$ cat src/rtl/mine_field_gen.sv
// Minesweeper board generator: places mines pseudo-randomly on an 8x8 board
// (never on the safe cell), then computes each cell's neighbour-mine count.
module mine_field_gen #(
  parameter logic [15:0] SEED      = 16'hACE1,
  parameter int          MAX_BOMBS = 63
) (
  input  logic         clk,
  input  logic         rst,
  input  logic         start,
  input  logic [7:0]   bombs,
  input  logic [5:0]   safe_idx,
  output logic         busy,
  output logic         done,
  output logic [63:0]  mine_map,
  output logic [255:0] counts_out
);

  typedef enum logic [2:0] {
    S_IDLE,
    S_CLEAR,
    S_PLACE,
    S_COUNT,
    S_DONE
  } state_t;

  if (SEED == 16'h0000) begin : g_bad_seed
    $error("mine_field_gen: SEED must be nonzero");
  end
  if (MAX_BOMBS > 63 || MAX_BOMBS < 0) begin : g_bad_max
    $error("mine_field_gen: MAX_BOMBS must be in 0..63");
  end

  state_t         r_state;
  logic [15:0]    r_lfsr;
  logic [5:0]     r_target;
  logic [5:0]     r_safe;
  logic [5:0]     r_placed;
  logic [5:0]     r_cell;
  logic           r_busy;
  logic           r_done;
  logic [63:0]    r_mine_map;
  logic [255:0]   r_counts;

  logic           w_fb;
  logic [5:0]     w_cand;
  logic [5:0]     w_target;
  logic [3:0]     w_cell_cnt;

  // Mines among the 8 neighbours of idx; off-board neighbours do not wrap.
  function automatic logic [3:0] f_nbr_count(input logic [63:0] map,
                                             input logic [5:0]  idx);
    logic [3:0]        cnt;
    logic signed [4:0] row;
    logic signed [4:0] col;
    cnt = 4'd0;
    for (int dr = -1; dr <= 1; dr++) begin
      for (int dc = -1; dc <= 1; dc++) begin
        row = $signed({2'b00, idx[5:3]}) + 5'(dr);
        col = $signed({2'b00, idx[2:0]}) + 5'(dc);
        if ((dr != 0 || dc != 0) &&
            row >= 5'sd0 && row <= 5'sd7 && col >= 5'sd0 && col <= 5'sd7)
          cnt = cnt + {3'b000, map[{row[2:0], col[2:0]}]};
      end
    end
    return cnt;
  endfunction

  assign w_fb       = r_lfsr[15] ^ r_lfsr[13] ^ r_lfsr[12] ^ r_lfsr[10];
  assign w_cand     = r_lfsr[5:0];
  assign w_target   = (bombs > 8'(MAX_BOMBS)) ? 6'(MAX_BOMBS) : bombs[5:0];
  assign w_cell_cnt = f_nbr_count(r_mine_map, r_cell);

  always_ff @(posedge clk or negedge rst) begin
    if (!rst) begin
      r_state    <= S_IDLE;
      r_lfsr     <= SEED;
      r_target   <= 6'd0;
      r_safe     <= 6'd0;
      r_placed   <= 6'd0;
      r_cell     <= 6'd0;
      r_busy     <= 1'b0;
      r_done     <= 1'b0;
      r_mine_map <= 64'd0;
      r_counts   <= 256'd0;
    end else begin
      // Free-running so the field depends on when start arrives.
      r_lfsr <= {r_lfsr[14:0], w_fb};
      case (r_state)
        S_IDLE: begin
          r_done <= 1'b0;
          if (start) begin
            r_target <= w_target;
            r_safe   <= safe_idx;
            r_busy   <= 1'b1;
            r_state  <= S_CLEAR;
          end
        end
        S_CLEAR: begin
          r_mine_map <= 64'd0;
          r_counts   <= 256'd0;
          r_placed   <= 6'd0;
          r_state    <= S_PLACE;
        end
        S_PLACE: begin
          if (r_placed == r_target) begin
            r_cell  <= 6'd0;
            r_state <= S_COUNT;
          end else if (!r_mine_map[w_cand] && (w_cand != r_safe)) begin
            r_mine_map[w_cand] <= 1'b1;
            r_placed           <= r_placed + 6'd1;
          end
        end
        S_COUNT: begin
          r_counts[{r_cell, 2'b00} +: 4] <= w_cell_cnt;
          if (r_cell == 6'd63) begin
            r_busy  <= 1'b0;
            r_done  <= 1'b1;
            r_state <= S_DONE;
          end else begin
            r_cell <= r_cell + 6'd1;
          end
        end
        S_DONE: begin
          r_done  <= 1'b0;
          r_state <= S_IDLE;
        end
        default: begin
          r_busy  <= 1'b0;
          r_done  <= 1'b0;
          r_state <= S_IDLE;
        end
      endcase
    end
  end

  assign busy       = r_busy;
  assign done       = r_done;
  assign mine_map   = r_mine_map;
  assign counts_out = r_counts;

endmodule

$ cat config.mk
export PLATFORM = sky130hd
export DESIGN_NAME = mine_field_gen
export DESIGN_NICKNAME = d
export VERILOG_FILES = /design/src/rtl/mine_field_gen.sv
export SDC_FILE = /design/constraint.sdc
export NUM_CORES = 1
export LEC_CHECK = 0
export BUFFER_PORTS_ARGS = -buffer_cell sky130_fd_sc_hd__buf_4
export CORE_MARGIN = 3
export CORE_UTILIZATION = 56
export DETAILED_ROUTE_END_ITERATION = 6
export GPL_TIMING_DRIVEN = 0
export PLACE_DENSITY = 0.81
export SLEW_MARGIN = 30
export SYNTH_ARGS = -nofsm -noshare
export SYNTH_HDL_FRONTEND = slang
export SYNTH_SLANG_ARGS = --single-unit
$ cat constraint.sdc
create_clock -name clk -period 11.4 [get_ports clk]
set_input_delay 0.57 -clock clk [delete_from_list [all_inputs] [get_ports clk]]
set_output_delay 0.57 -clock clk [all_outputs]
set_load 0.01 [all_outputs]
; ---- Word-level counts from Yosys, hierarchy flattened
; Index checks and enable logic that the tools add are counted.
; W data, S select, Z words.
[op_classes]
n_mux = 49
n_reduce_logical = 34
bitwise = 6
addsub = 14
mul = 0
shifts = 2
eq_ne = 13
div_mod_pow = 0
order_cmp = 23
[op_table]
columns = op, n
row1 = $pmux W256 S2, 1
row2 = $bwmux W256, 1
row3 = $shift A4 B10 Y256 const A, 1
row4 = $shiftx A4 B10 Y256, 1
row5 = $mux W64, 2
row6 = $pmux W64 S2, 1
row7 = $or A64 B64 Y64, 1
row8 = $lt A6 B7 Y1 const B, 9
row9 = $bmux W1 S6, 9
row10 = $mux W6, 5
row11 = $mux W4, 7
row12 = $add A4 B1 Y4, 6
row13 = $pmux W6 S2, 2
row14 = $logic_and A1 B1 Y1, 21
row15 = $mux W1, 14
row16 = $add A6 B1 Y6 const B, 2
row17 = $ne A2 B2 Y1 const B, 6
row18 = $pmux W3 S4, 1
row19 = $reduce_and A3 Y1, 4
row20 = $add A4 B1 Y5 const B, 2
row21 = $ge A5 B1 Y1 const B, 2
row22 = $le A5 B4 Y1 const B, 2
row23 = $neg A8 Y10, 1
row24 = $mux W3, 3
row25 = other kinds (25), 37
[word_totals]
romBits = 0
memories = 0
latch_bits = 0
ramBits = 0
ff_bits = 365
output_inout_bits = 322

; ---- Logic depth before layout (Yosys ltp)
; Gate-level depths: netlist of run 1.
[depth]
depth_word = 23
depth_mapped = 40
depth_no_buf = 34

; ---- Worst setup path after synthesis of run 1
; No wires, ideal clock.
[synth_timing]
path_kind = register to register
startpoint = register r_cell[1]
endpoint = register r_counts[154], in the netlist counts_out[154]
setup_time_ns = 0.157
slack_ns = 3.412
path_stages_with_launch = 38
period_less_slack_ns = 7.988
arrival_time_ns = 7.831
path_cell_list = dfrtp_1 -> buf_2 -> buf_1 -> inv_1 -> ha_1 -> buf_4 -> buf_2 -> buf_4 -> clkbuf_1 -> mux4_2 -> mux2_2 -> nor2_1 -> a21oi_1 -> mux4_2 -> ha_1 -> ha_1 -> mux2i_1 -> nor2_1 -> [2 not listed] -> ha_1 -> nand3_1 -> o41ai_1 -> or2_2 -> clkbuf_1 -> ha_1 -> mux2_2 -> ha_1 -> nor2_1 -> nor2_1 -> ha_1 -> nand2_1 -> nand3_1 -> o21ai_0 -> nand2_1 -> xnor2_1 -> clkbuf_1 -> mux2i_1
[synth_between]
elab_chain_len = 22
elab_cells_between_ends = 60
cone_classes = add/sub: 10 / order compare: 6 / shift: 2 / mux: 26 / reduce/logical: 16
[synth_rtl]
columns = item, line
row1 = from (decl), 38  ; logic [5:0] r_cell;
row2 = from (signal assigned), 120  ; r_cell <= r_cell + 6'd1;
row3 = "parallel branches: the longest is 20 deep, another holds $add A4 B1 Y5", -
row4 = $bwmux W256 *, 114  ; r_counts[{r_cell, 2'b00} +: 4] <= w_cell_cnt;
row5 = $pmux W256 S2 *, 88  ; case (r_state)
row6 = "to (signal, indexed assignment)", 114
row7 = to (decl), 42  ; logic [255:0] r_counts;
; Every way passes the cells marked *. The select of a mux whose other input is x is not followed.
; A chain may end at the register's enable or synchronous reset.

; ---- Worst setup path after layout of run 1
[layout_timing]
startpoint = register r_cell[1]
endpoint = register r_counts[42], in the netlist counts_out[42]
; The elaborated chain is that of the path after synthesis.

==> implementation parameters, run 1 <==
Parameter                              Value

STA
  # setup viols final ... 0
  Actual transition at the worst max-transition pin ... 1.03 ns
  Least setup slack across all paths after layout ... 1.15 ns
  Pins Over Slew Limit ... 0
  Final cycle utilization of the critical path ... 89.9%
  Setup tns final ... 0 ns
  Final period demand of the worst path ... 10.25 ns
  Slew headroom ... 31.2%
  Clk_skew ... 0.0298 ns
  Final Hold Fails ... 0
  Fmax ... 0.0976 GHz
  Setup repair after global routing missed its margin ... no

Die
  # IOs ... 339
  Area of the placeable core ... 0.0308 mm²
  Count of standard-cell rows ... 64
  Die width ... 183 µm
  Die area ... 0.0337 mm²
  Effective utilization at floorplan ... 57.2%
  Die height ... 183 µm

Yosys
  Synthesized net count ... 1732
  Top FF cell, synth ... sky130_fd_sc_hd__dfrtp_1
  Largest area contributor in the synthesized netlist ... sky130_fd_sc_hd__dfrtp_1
  Number of distinct library cells after synthesis ... 73
  Post-Syn Instances ... 1691
  Proportion of synthesized flip-flops having asynchronous set or reset ... 100%
  Number of flops mapped to enable cells by yosys ... 0
  Synth Area per Inst ... 10.4 µm²
  Synthesized cell area ... 0.0176 mm²
  Post-synthesis sequential element count ... 365
  Sequential area share after synthesis ... 51.9%
  Proportion of netlist area held by the largest area contributor ... 50.7%
  Syn. warnings ... 0
  Cell types occupying the most area after synthesis ... sky130_fd_sc_hd__dfrtp_1 (51%), sky130_fd_sc_hd__mux4_2 (8.4%), sky130_fd_sc_hd__nand3_1 (6.8%)

Critical path
  Arrival @ worst endpoint ... 10.62 ns
  Critical-path cell with the highest stage delay ... sky130_fd_sc_hd__xnor2_1
  Critical Path Sink Type ... flip-flop
  Critical Path Most Common Cell ... sky130_fd_sc_hd__ha_1
  Worst path max stage delay ... 0.76 ns
  Critical Path Start Type ... flip-flop
  Maximum fanout along the worst path ... 10
  Required @ worst endpoint ... 11.77 ns
  Critical path type ... reg2reg

Drt
  Post-route ant nets ... 0
  Vias per cell ... 6.42
  Iter 0 DRT Violations ... 1847
  TritonRoute pass-1 iters ... 6
  DRT Wirelength ... 57900 µm
  DRC violation count after routing ... 0
  Total vias in the final route ... 16100
  Average wire per cell in the routed design ... 23.1 µm

Power
  Leak Pwr ... 10.2 nW
  Power Density ... 209 mW/mm²
  Total power ... 0.00461 W
  Peak ir drop on the vdd network ... 0.000127 V

Clock network
  Htree depth ... 2
  Number of clock buffers inserted by TritonCTS ... 37
  Clock root buffer ... sky130_fd_sc_hd__clkbuf_16
  Clock tree from TritonCTS ... built
  CTS sink cnt ... 365
  Number of buffers added for setup after CTS ... 0
  Cts repair resizes ... 0
  Number of buffers between clock root and the deepest sink ... 3
  Clock-pin slew on the worst setup and hold paths ... 0.07 ns
  Source-to-sink clock delay at the later pin of the worst-skew pair ... 0.54 ns

Place
  Dpl hpwl ... 42700 µm
  Placement Setup Slack ... 1.44 ns
  # port buffers ... 338
  Last weighted congestion value of the routability-driven placer ... 0.979

GRT
  First-pass GRT wire length ... 88800 µm
  Antenna violations before repair ... 0
  Congestion Overflow GR ... 0
  Maximum number of pins on one net before global-route repair ... 92
  Overall Global Routing Usage ... 33.6%
  Number of global-route vias before repair ... 15500

Job
  Number of max-capacitance violations reported ... 0

Min path
  Type of the tightest min-delay check ... in2reg

Cells and area
  Fill cell count ... 2161
  Area added between synthesis and finish ... 25.4%
  Total Nets Final ... 2118
  Share of cells above drive strength 1 ... 26.8%
  Diode insertion count for antenna repair ... 0

Status
  Result of the run ... finished clean
==> synth_stat cells, drive strengths merged, types with 4 or more instances <==
cell	count
ha	24
xor2	10
or3	6
mux2i	58
and2	9
nor3	26
nor3b	4
o21a	4
a31oi	11
a21oi	75
clkbuf	79
mux2	22
nand4	10
nor2	148
nor2b	10
inv	11
o21ai	235
nand3	242
xnor2	24
nor4	4
mux4	66
and3	9
o211ai	4
buf	33
dfstp	8
dfrtp	357
a211oi	7
nand2b	11
nand2	132
or2	4
==> cell usage in the layout (no fill, tap or decap), types with 22 or more instances in the layout <==
master | Yosys | final
sky130_fd_sc_hd__dfrtp_1 | 357 | 357
sky130_fd_sc_hd__nor2_1 | 148 | 147
sky130_fd_sc_hd__clkbuf_1 | 72 | 82
sky130_fd_sc_hd__nand2_1 | 132 | 132
sky130_fd_sc_hd__a21oi_1 | 75 | 74
sky130_fd_sc_hd__mux4_2 | 66 | 66
sky130_fd_sc_hd__mux2_2 | 22 | 22
sky130_fd_sc_hd__ha_1 | 24 | 24
sky130_fd_sc_hd__xnor2_1 | 23 | 23
sky130_fd_sc_hd__clkbuf_16 | 0 | 38
sky130_fd_sc_hd__mux2i_1 | 58 | 58
sky130_fd_sc_hd__buf_4 | 3 | 341
sky130_fd_sc_hd__nand3_1 | 241 | 241
sky130_fd_sc_hd__o21ai_0 | 227 | 227
==> metrics by stage <==
step	cells	area (µm²)	utilization, %	hold WS (ns)
floorplan	1691	17600	-	0.274
global placement	2425	20700	67.0	0.335
detailed placement	2433	20900	67.7	0.343
CTS	2500	22100	71.7	0.261
global route	2500	22100	71.7	0.262
finish	2500	22100	71.7	0.269
==> critical path: cells and delay by family, from the launching register on <==
family / cells / cell delay, ns
buffers and inverters: 9 / 3.18
XOR/XNOR: 1 / 0.76
adder cells (fa/ha/maj): 8 / 2.30
flip-flops: 1 / 0.41
AND/OR/NAND/NOR: 9 / 0.97
multiplexers: 7 / 2.18
AO/OA/AOI/OAI: 3 / 0.24
==> logic make-up after synthesis <==
kind of cell | count (synthesis) | synth area share, %
mux | 146 | 13.1
simple gates | 629 | 17.0
fa+ha+maj | 24 | 1.70
flops | 365 | 51.9
xor+xnor | 34 | 1.77
compound gates | 367 | 11.5
buf+inv | 126 | 3.09
==> metal layers <==
metal / track usage, % / up-vias / part of all wire, %
met2: 52.0 / 1117 / 45
met1: 45.2 / 7812 / 38
li1: - / 6912 / -
met5: 0 / - / 0
met3: 8.45 / 212 / 12
met4: 15.3 / 0 / 5.4
==> power breakdown <==
part	total (W)	leakage [nW]	internal [W]	switching, W
sequential	0.00151	5.01	0.00142	0.0000923
combinational	0.00186	4.62	0.000609	0.00125
clock	0.00123	0.609	0.000722	0.000513
==> sequential cells by signal, summed over array words and instances, names as in the netlist <==
register,cells
r_placed,6
done,1
r_cell,6
mine_map,64
r_state,3
counts_out,256
r_safe,6
r_lfsr,16
busy,1
r_target,6
==> final cells by class <==
type	instances	area (µm²)	share of cell area (%)
plain buffers	112	493	2.23
clock buffers	57	1110	5.03
clock inverters	9	121	0.549
inverters	14	52.6	0.238
multi-input cells	1200	7990	36.1
flip-flops and latches	365	9140	41.4
well taps	396	495	2.24
repair buffers	347	2700	12.2
==> repair_timing <==
action	in CTS	in global routing
hold endpoints to repair	9	0
hold buffers	1	0
setup endpoints to repair	0	0
==> path summary, 6_finish.rpt <==
kind                                             from                          end  slack [ns]  depth (start not counted)
worst max-delay path            r_cell[1]$_DFFE_PN0P_   counts_out[42]$_DFFE_PN0P_        1.15                         37
worst min-delay path                      safe_idx[2]        r_safe[2]$_DFFE_PN0P_        0.27                          2
worst max register to register  r_cell[1]$_DFFE_PN0P_   counts_out[42]$_DFFE_PN0P_        1.15                         37
worst min register to register   r_lfsr[14]$_DFF_PN0_         r_lfsr[15]$_DFF_PN1_        0.35                          0
max in group asynchronous                         rst  counts_out[191]$_DFFE_PN0P_        9.67                          4
min in group asynchronous                         rst   counts_out[63]$_DFFE_PN0P_        0.59                          2
Note: power is estimated with default switching activity, not from simulation.
==> run 2: changes to the inputs <==
BUFFER_PORTS_ARGS = -buffer_cell sky130_fd_sc_hd__buf_2   (was -buffer_cell sky130_fd_sc_hd__buf_4)
==> run 2 against run 1 <==
  * Worst hold slack worse by 0.017 ns
  * Critical endpoint is now counts_out[2]$_DFFE_PN0P_
  * Sequential power about the same
  * Fmax increased by 0.48%
  * Highest routed layer is now met5
  * Critical path depth unchanged
  * Count of clock-buffer cells in the layout did not move
==> implementation parameters, run 2 (synthesis gave the netlist of run 1 again) <==
Parameter                              Value

Status
  Result of the run ... finished clean

Critical path
  Critical Path Most Common Cell ... sky130_fd_sc_hd__ha_1
  Worst path max stage delay ... 0.72 ns (-0.04 ns)
  Required @ worst endpoint ... 11.77 ns (about the same)
  Worst-case reg-to-reg path depth ... 37 (unchanged)
  Critical path type ... reg2reg
  Arrival @ worst endpoint ... 10.57 ns (-0.05 ns)
  Reg-to-reg critical path endpoint ... counts_out[2]$_DFFE_PN0P_
  Maximum fanout along the worst path ... 10 (unchanged)
  Critical-path cell with the highest stage delay ... sky130_fd_sc_hd__xnor2_1
  Critical Path Sink Type ... flip-flop
  Launching point of the worst reg2reg path ... r_cell[1]$_DFFE_PN0P_
  Critical Path Start Type ... flip-flop
  Register-to-register setup slack ... 1.20 ns (+0.05 ns)

STA
  Pins Over Slew Limit ... 0 (unchanged)
  Fmax ... 0.0980 GHz (+0.48%)
  Final cycle utilization of the critical path ... 89.5% (-0.43 points)
  Clk_skew ... 0.0220 ns (-0.00780 ns)
  Tightest hold margin ... 0.251 ns (-0.0173 ns)
  Actual transition at the worst max-transition pin ... 1.00 ns (-0.0269 ns)
  Final Hold Fails ... 0 (unchanged)
  # setup viols final ... 0 (unchanged)
  Setup tns final ... 0 ns (unchanged)
  Slew headroom ... 33.0% (+1.8 points)
  Final period demand of the worst path ... 10.20 ns (-0.0488 ns)
  Setup repair after global routing missed its margin ... no
  Least setup slack across all paths after layout ... 1.20 ns (+0.0488 ns)

Cells and area
  Fill cell count ... 2298 (+6.3%)
  Most frequent standard cell in the layout excluding fill and tap cells ... sky130_fd_sc_hd__dfrtp_1
  Total Nets Final ... 2118 (unchanged)
  Share of cells above drive strength 1 ... 26.6% (-0.13 points)
  Area added between synthesis and finish ... 20.5%
  Max FFs per register ... 256 (unchanged)
  Diode insertion count for antenna repair ... 0 (unchanged)
  Commonest non-fill, non-tap cells in the layout ... sky130_fd_sc_hd__dfrtp_1 (357), sky130_fd_sc_hd__buf_2 (355), sky130_fd_sc_hd__nand3_1 (241)

GRT
  Congestion Overflow GR ... 0 (unchanged)
  Maximum number of pins on one net before global-route repair ... 83 (-9.8%)
  Number of global-route vias before repair ... 15300 (-1.2%)
  Overall Global Routing Usage ... 33.3% (-0.28 points)
  Antenna violations before repair ... 1 (+1)
  First-pass GRT wire length ... 87500 µm (-1.5%)

Min path
  Type of the tightest min-delay check ... in2reg
  Hold path startpoint ... safe_idx[3]
  Min-Delay Path Depth ... 2 (unchanged)
  Destination of the worst hold path ... r_safe[3]$_DFFE_PN0P_

Place
  Last weighted congestion value of the routability-driven placer ... 0.977 (-0.20%)
  # port buffers ... 338 (unchanged)
  Dpl hpwl ... 41800 µm (-2.0%)
  Placement Setup Slack ... 1.51 ns (+0.0620 ns)

Die
  Effective utilization at floorplan ... 57.2% (unchanged)
  # IOs ... 339 (unchanged)
  Die height ... 183 µm (unchanged)
  Die area ... 0.0337 mm² (unchanged)
  Count of standard-cell rows ... 64 (unchanged)
  Area of the placeable core ... 0.0308 mm² (unchanged)
  Die width ... 183 µm (unchanged)

Drt
  Average wire per cell in the routed design ... 22.8 µm (-1.7%)
  TritonRoute pass-1 iters ... 6 (unchanged)
  Post-route ant nets ... 0 (unchanged)
  Total vias in the final route ... 16100 (unchanged)
  DRC violation count after routing ... 0 (unchanged)
  Vias per cell ... 6.42 (about the same)
  DRT Wirelength ... 56900 µm (-1.7%)
  Iter 0 DRT Violations ... 1702 (-7.9%)

Clock network
  Number of clock buffers inserted by TritonCTS ... 38 (+2.7%)
  Source-to-sink clock delay at the later pin of the worst-skew pair ... 0.55 ns (about the same)
  CTS sink cnt ... 365 (unchanged)
  Number of buffers between clock root and the deepest sink ... 3 (unchanged)
  Clock-pin slew on the worst setup and hold paths ... 0.06 ns (about the same)
  Number of buffers added for setup after CTS ... 0 (unchanged)
  Cts repair resizes ... 0 (unchanged)
  Clock root buffer ... sky130_fd_sc_hd__clkbuf_16
  Hold-fix buffers at CTS ... 1 (unchanged)
  Clock tree from TritonCTS ... built
  Htree depth ... 2 (unchanged)

Job
  Number of max-capacitance violations reported ... 0 (unchanged)

Power
  Power Density ... 213 mW/mm² (+2.2%)
  Peak ir drop on the vdd network ... 0.000240 V (+90%)
  Leak Pwr ... 10.2 nW (about the same)
## run 2: cell types whose count changed in the layout (fill, tap and decap cells not counted), sizes merged
| cell | change |
|---|---|
| clkinvlp | +2 |
| inv | +1 |
| clkbuf | -1 |
| bufinv | -1 |
| clkinv | -2 |
## run 2: layout make-up
cell class                      instances  area [µm²]  area share (%)
Multi-Input combinational cell       1200        7990            37.6
Clock buffer                           57        1100            5.19
Timing Repair Buffer                  346        1850            8.71
Sequential cell                       365        9140            43.0
Inverter                               14        52.6           0.247
Clock inverter                          9         116           0.548
Tap cell                              396         495            2.33
Buffer                                112         492            2.32
## run 2: metal layers
metal,share of wire (%),vias up,GRT usage [%]
met5,0.023,-,0
met4,5.4,2,15.2
met3,12,215,7.10
met2,46,1108,52.8
met1,37,7836,44.6
li1,-,6892,-
## run 2: power by group
group / internal (W) / switching (W)
sequential: 0.00142 / 0.0000846
combinational: 0.000551 / 0.00126
clock: 0.000698 / 0.000519
total: 0.00267 / 0.00186
## run 2: worst max path at each step
stage	startpoint	end	slack (ns)	cells after the start
4_1_cts	r_cell[1]$_DFFE_PN0P_	counts_out[2]$_DFFE_PN0P_	1.39	37
6_report	r_cell[1]$_DFFE_PN0P_	counts_out[2]$_DFFE_PN0P_	1.20	37
3_5_place_dp	r_cell[1]$_DFFE_PN0P_	counts_out[2]$_DFFE_PN0P_	1.51	37
3_3_place_gp	r_cell[1]$_DFFE_PN0P_	counts_out[58]$_DFFE_PN0P_	1.69	37
5_1_grt	r_cell[1]$_DFFE_PN0P_	counts_out[122]$_DFFE_PN0P_	0.79	37
2_1_floorplan	r_cell[1]$_DFFE_PN0P_	counts_out[154]$_DFFE_PN0P_	3.41	37
## run 2: worst max-delay path, delay by kind of cell (launching register included)
| kind | cells | cell delay (ns) |
|---|---|---|
| and+or+nand+nor | 9 | 0.96 |
| buffers and inverters | 9 | 3.14 |
| muxes | 7 | 2.19 |
| AOI/OAI and AO/OA | 3 | 0.24 |
| xor gates and xnor gates | 1 | 0.72 |
| DFF | 1 | 0.39 |
| adders and majority gates | 8 | 2.38 |
## run 2: through the flow
step	total power (W)	cell area, µm²	util (%)	cells
floorplan	0.00258	17600	-	1691
global route	0.00471	21200	68.9	2499
global placement	0.00321	19800	64.3	2425
finish	0.00453	21200	68.9	2499
detailed placement	0.00328	20000	64.9	2432
CTS	0.00449	21200	68.9	2499
==> run 3: changes to the inputs <==
PLACE_DENSITY = 0.86   (was 0.81)
==> run 3 against run 2 <==
  * Non-clock buffer count unchanged
  * Critical path type unchanged
  * Fmax increased by 1.3%
  * Setup slack improved by 0.13 ns
  * Global-route usage increased by 0.27 points
  * Clock skew increased by 0.011 ns
  * Combinational power about the same
  * Worst hold slack improved by 0.014 ns
  * Clock power about the same
  * The flow now finishes with violations (DRC)
  * Total power decreased by 0.39%
  * Largest power group unchanged
==> implementation parameters, run 3 (synthesis gave the netlist of run 1 again) <==
Parameter                              Value

Critical path
  Critical path type ... reg2reg
  Critical path buffers and inverters ... 9 (unchanged)
  Required @ worst endpoint ... 11.77 ns (about the same)
  Register-to-register setup slack ... 1.33 ns (+0.13 ns)
  Critical Path Sink Type ... flip-flop
  Crit-path leading delay family ... buffers and inverters
  Worst-case reg-to-reg path depth ... 37 (unchanged)
  Critical-path cell with the highest stage delay ... sky130_fd_sc_hd__xnor2_1
  Critical Path Most Common Cell ... sky130_fd_sc_hd__ha_1
  Critical Path Start Type ... flip-flop
  Reg-to-reg critical path endpoint ... counts_out[58]$_DFFE_PN0P_
  Worst path max stage delay ... 0.78 ns (+0.06 ns)
  Launching point of the worst reg2reg path ... r_cell[1]$_DFFE_PN0P_
  Startpoint of the most critical setup path ... r_cell[1]$_DFFE_PN0P_
  Maximum fanout along the worst path ... 10 (unchanged)
  Arrival @ worst endpoint ... 10.44 ns (-0.13 ns)

STA
  Actual transition at the worst max-transition pin ... 1.00 ns (-0.00157 ns)
  Final cycle utilization of the critical path ... 88.3% (-1.2 points)
  Least setup slack across all paths after layout ... 1.33 ns (+0.133 ns)
  Fmax ... 0.0993 GHz (+1.3%)
  Slew headroom ... 32.8% (-0.16 points)
  Setup tns final ... 0 ns (unchanged)
  Final period demand of the worst path ... 10.07 ns (-0.133 ns)
  Setup repair after global routing missed its margin ... no
  Pins Over Slew Limit ... 0 (unchanged)
  Clk_skew ... 0.0333 ns (+0.0113 ns)
  # setup viols final ... 0 (unchanged)
  Final Hold Fails ... 0 (unchanged)

Die
  Effective utilization at floorplan ... 57.2% (unchanged)
  Count of standard-cell rows ... 64 (unchanged)
  Area of the placeable core ... 0.0308 mm² (unchanged)
  Die height ... 183 µm (unchanged)
  Die area ... 0.0337 mm² (unchanged)
  Die width ... 183 µm (unchanged)
  # IOs ... 339 (unchanged)

Status
  Violated checks ... DRC
  Result of the run ... complete, but fails checks

GRT
  Number of global-route vias before repair ... 15800 (+3.2%)
  Antenna violations before repair ... 0 (-1)
  Overall Global Routing Usage ... 33.5% (+0.27 points)
  Congestion Overflow GR ... 0 (unchanged)
  First-pass GRT wire length ... 88900 µm (+1.5%)
  Maximum number of pins on one net before global-route repair ... 93 (+12%)

Min path
  Destination of the worst hold path ... r_safe[2]$_DFFE_PN0P_
  Min-Delay Path Depth ... 2 (unchanged)
  Hold path startpoint ... safe_idx[2]
  Type of the tightest min-delay check ... in2reg

Cells and area
  Total Nets Final ... 2117 (-0.047%)
  Diode insertion count for antenna repair ... 0 (unchanged)
  Area added between synthesis and finish ... 20.4% (about the same)
  Share of cells above drive strength 1 ... 26.7% (+0.051 points)
  Max FFs per register ... 256 (unchanged)
  Final core utilization ... 68.8% (about the same)
  Most frequent standard cell in the layout excluding fill and tap cells ... sky130_fd_sc_hd__dfrtp_1
  Commonest non-fill, non-tap cells in the layout ... sky130_fd_sc_hd__dfrtp_1 (357), sky130_fd_sc_hd__buf_2 (355), sky130_fd_sc_hd__nand3_1 (241)

Place
  Dpl hpwl ... 41900 µm (+0.24%)
  Last weighted congestion value of the routability-driven placer ... 0.983 (+0.60%)
  Placement Setup Slack ... 1.59 ns (+0.0829 ns)
  # port buffers ... 338 (unchanged)

Clock network
  Clock-pin slew on the worst setup and hold paths ... 0.06 ns (about the same)
  CTS sink cnt ... 365 (unchanged)
  Clock root buffer ... sky130_fd_sc_hd__clkbuf_16
  Source-to-sink clock delay at the later pin of the worst-skew pair ... 0.56 ns (about the same)
  Number of clock buffers inserted by TritonCTS ... 37 (-2.6%)
  Clock tree from TritonCTS ... built
  Number of buffers between clock root and the deepest sink ... 3 (unchanged)
  Htree depth ... 2 (unchanged)

Drt
  Total vias in the final route ... 16200 (+0.76%)
  Post-route ant nets ... 0 (unchanged)
  Iter 0 DRT Violations ... 2063 (+21%)
  Vias per cell ... 6.48 (+0.92%)
  Average wire per cell in the routed design ... 23.0 µm (+0.95%)
  DRT Wirelength ... 57300 µm (+0.79%)
  DRC violation count after routing ... 1 (+1)
  TritonRoute pass-1 iters ... 7 (+1)

Job
  Number of max-capacitance violations reported ... 0 (unchanged)

Power
  Power Density ... 213 mW/mm² (-0.32%)
  Leak Pwr ... 10.2 nW (about the same)
  Peak ir drop on the vdd network ... 0.000176 V (-27%)
[run 3: cell types whose count changed in the layout (fill, tap and decap cells not counted), sizes merged]
cell / previous run / this run
bufinv: 1 / 2
clkbuf: 136 / 129
clkinv: 7 / 11
clkinvlp: 2 / 0
[run 3: cell type report]
class,count,area [µm²]
Fill cell,2216,9600
Sequential cell,365,9140
Multi-Input combinational cell,1200,7990
Timing Repair Buffer,346,1850
Clock buffer,50,1030
Tap cell,396,495
Buffer,112,492
Clock inverter,12,173
Inverter,14,52.6
[run 3: per-stage QoR]
stage | instance area (µm²) | hold WS, ns | cells | power (W)
after floorplan | 17600 | 0.274 | 1691 | 0.00258
after CTS | 21200 | 0.262 | 2495 | 0.00449
after global placement | 19800 | 0.336 | 2425 | 0.00321
after detailed placement | 20000 | 0.342 | 2432 | 0.00328
final | 21200 | 0.266 | 2495 | 0.00451
after global routing | 21200 | 0.270 | 2495 | 0.00472
[run 3: how the worst max path moves through the flow]
stage / to / slack (ns) / depth (start not counted)
finish: counts_out[58]$_DFFE_PN0P_ / 1.33 / 37
global route: counts_out[42]$_DFFE_PN0P_ / 0.92 / 37
CTS: counts_out[2]$_DFFE_PN0P_ / 1.51 / 37
detailed placement: counts_out[58]$_DFFE_PN0P_ / 1.59 / 37
global placement: counts_out[42]$_DFFE_PN0P_ / 1.77 / 37
floorplan: counts_out[154]$_DFFE_PN0P_ / 3.41 / 37
[run 3: what timing repair did]
| action | 4_1_cts | 5_1_grt |
|---|---|---|
| hold buffers | 1 | 0 |
| buffers inserted | 0 | 0 |
| gates resized for setup | 0 | 0 |
| endpoints found under the hold margin | 25 | 0 |
[run 3: layer usage]
layer	vias up	wire length (µm)	global-route usage (%)	part of all wire, %
met5	-	0	0	0
met4	0	3520	17.6	6.1
met3	256	6760	7.70	12
li1	6888	-	-	-
met2	1194	26300	53.0	46
met1	7837	20800	43.8	36
[run 3: power by group]
| group | leakage (nW) | total (W) | internal, W | switching, W |
|---|---|---|---|---|
| clock network | 0.592 | 0.00121 | 0.000691 | 0.000520 |
| logic | 4.63 | 0.00179 | 0.000550 | 0.00124 |
| registers | 5.01 | 0.00151 | 0.00142 | 0.0000844 |
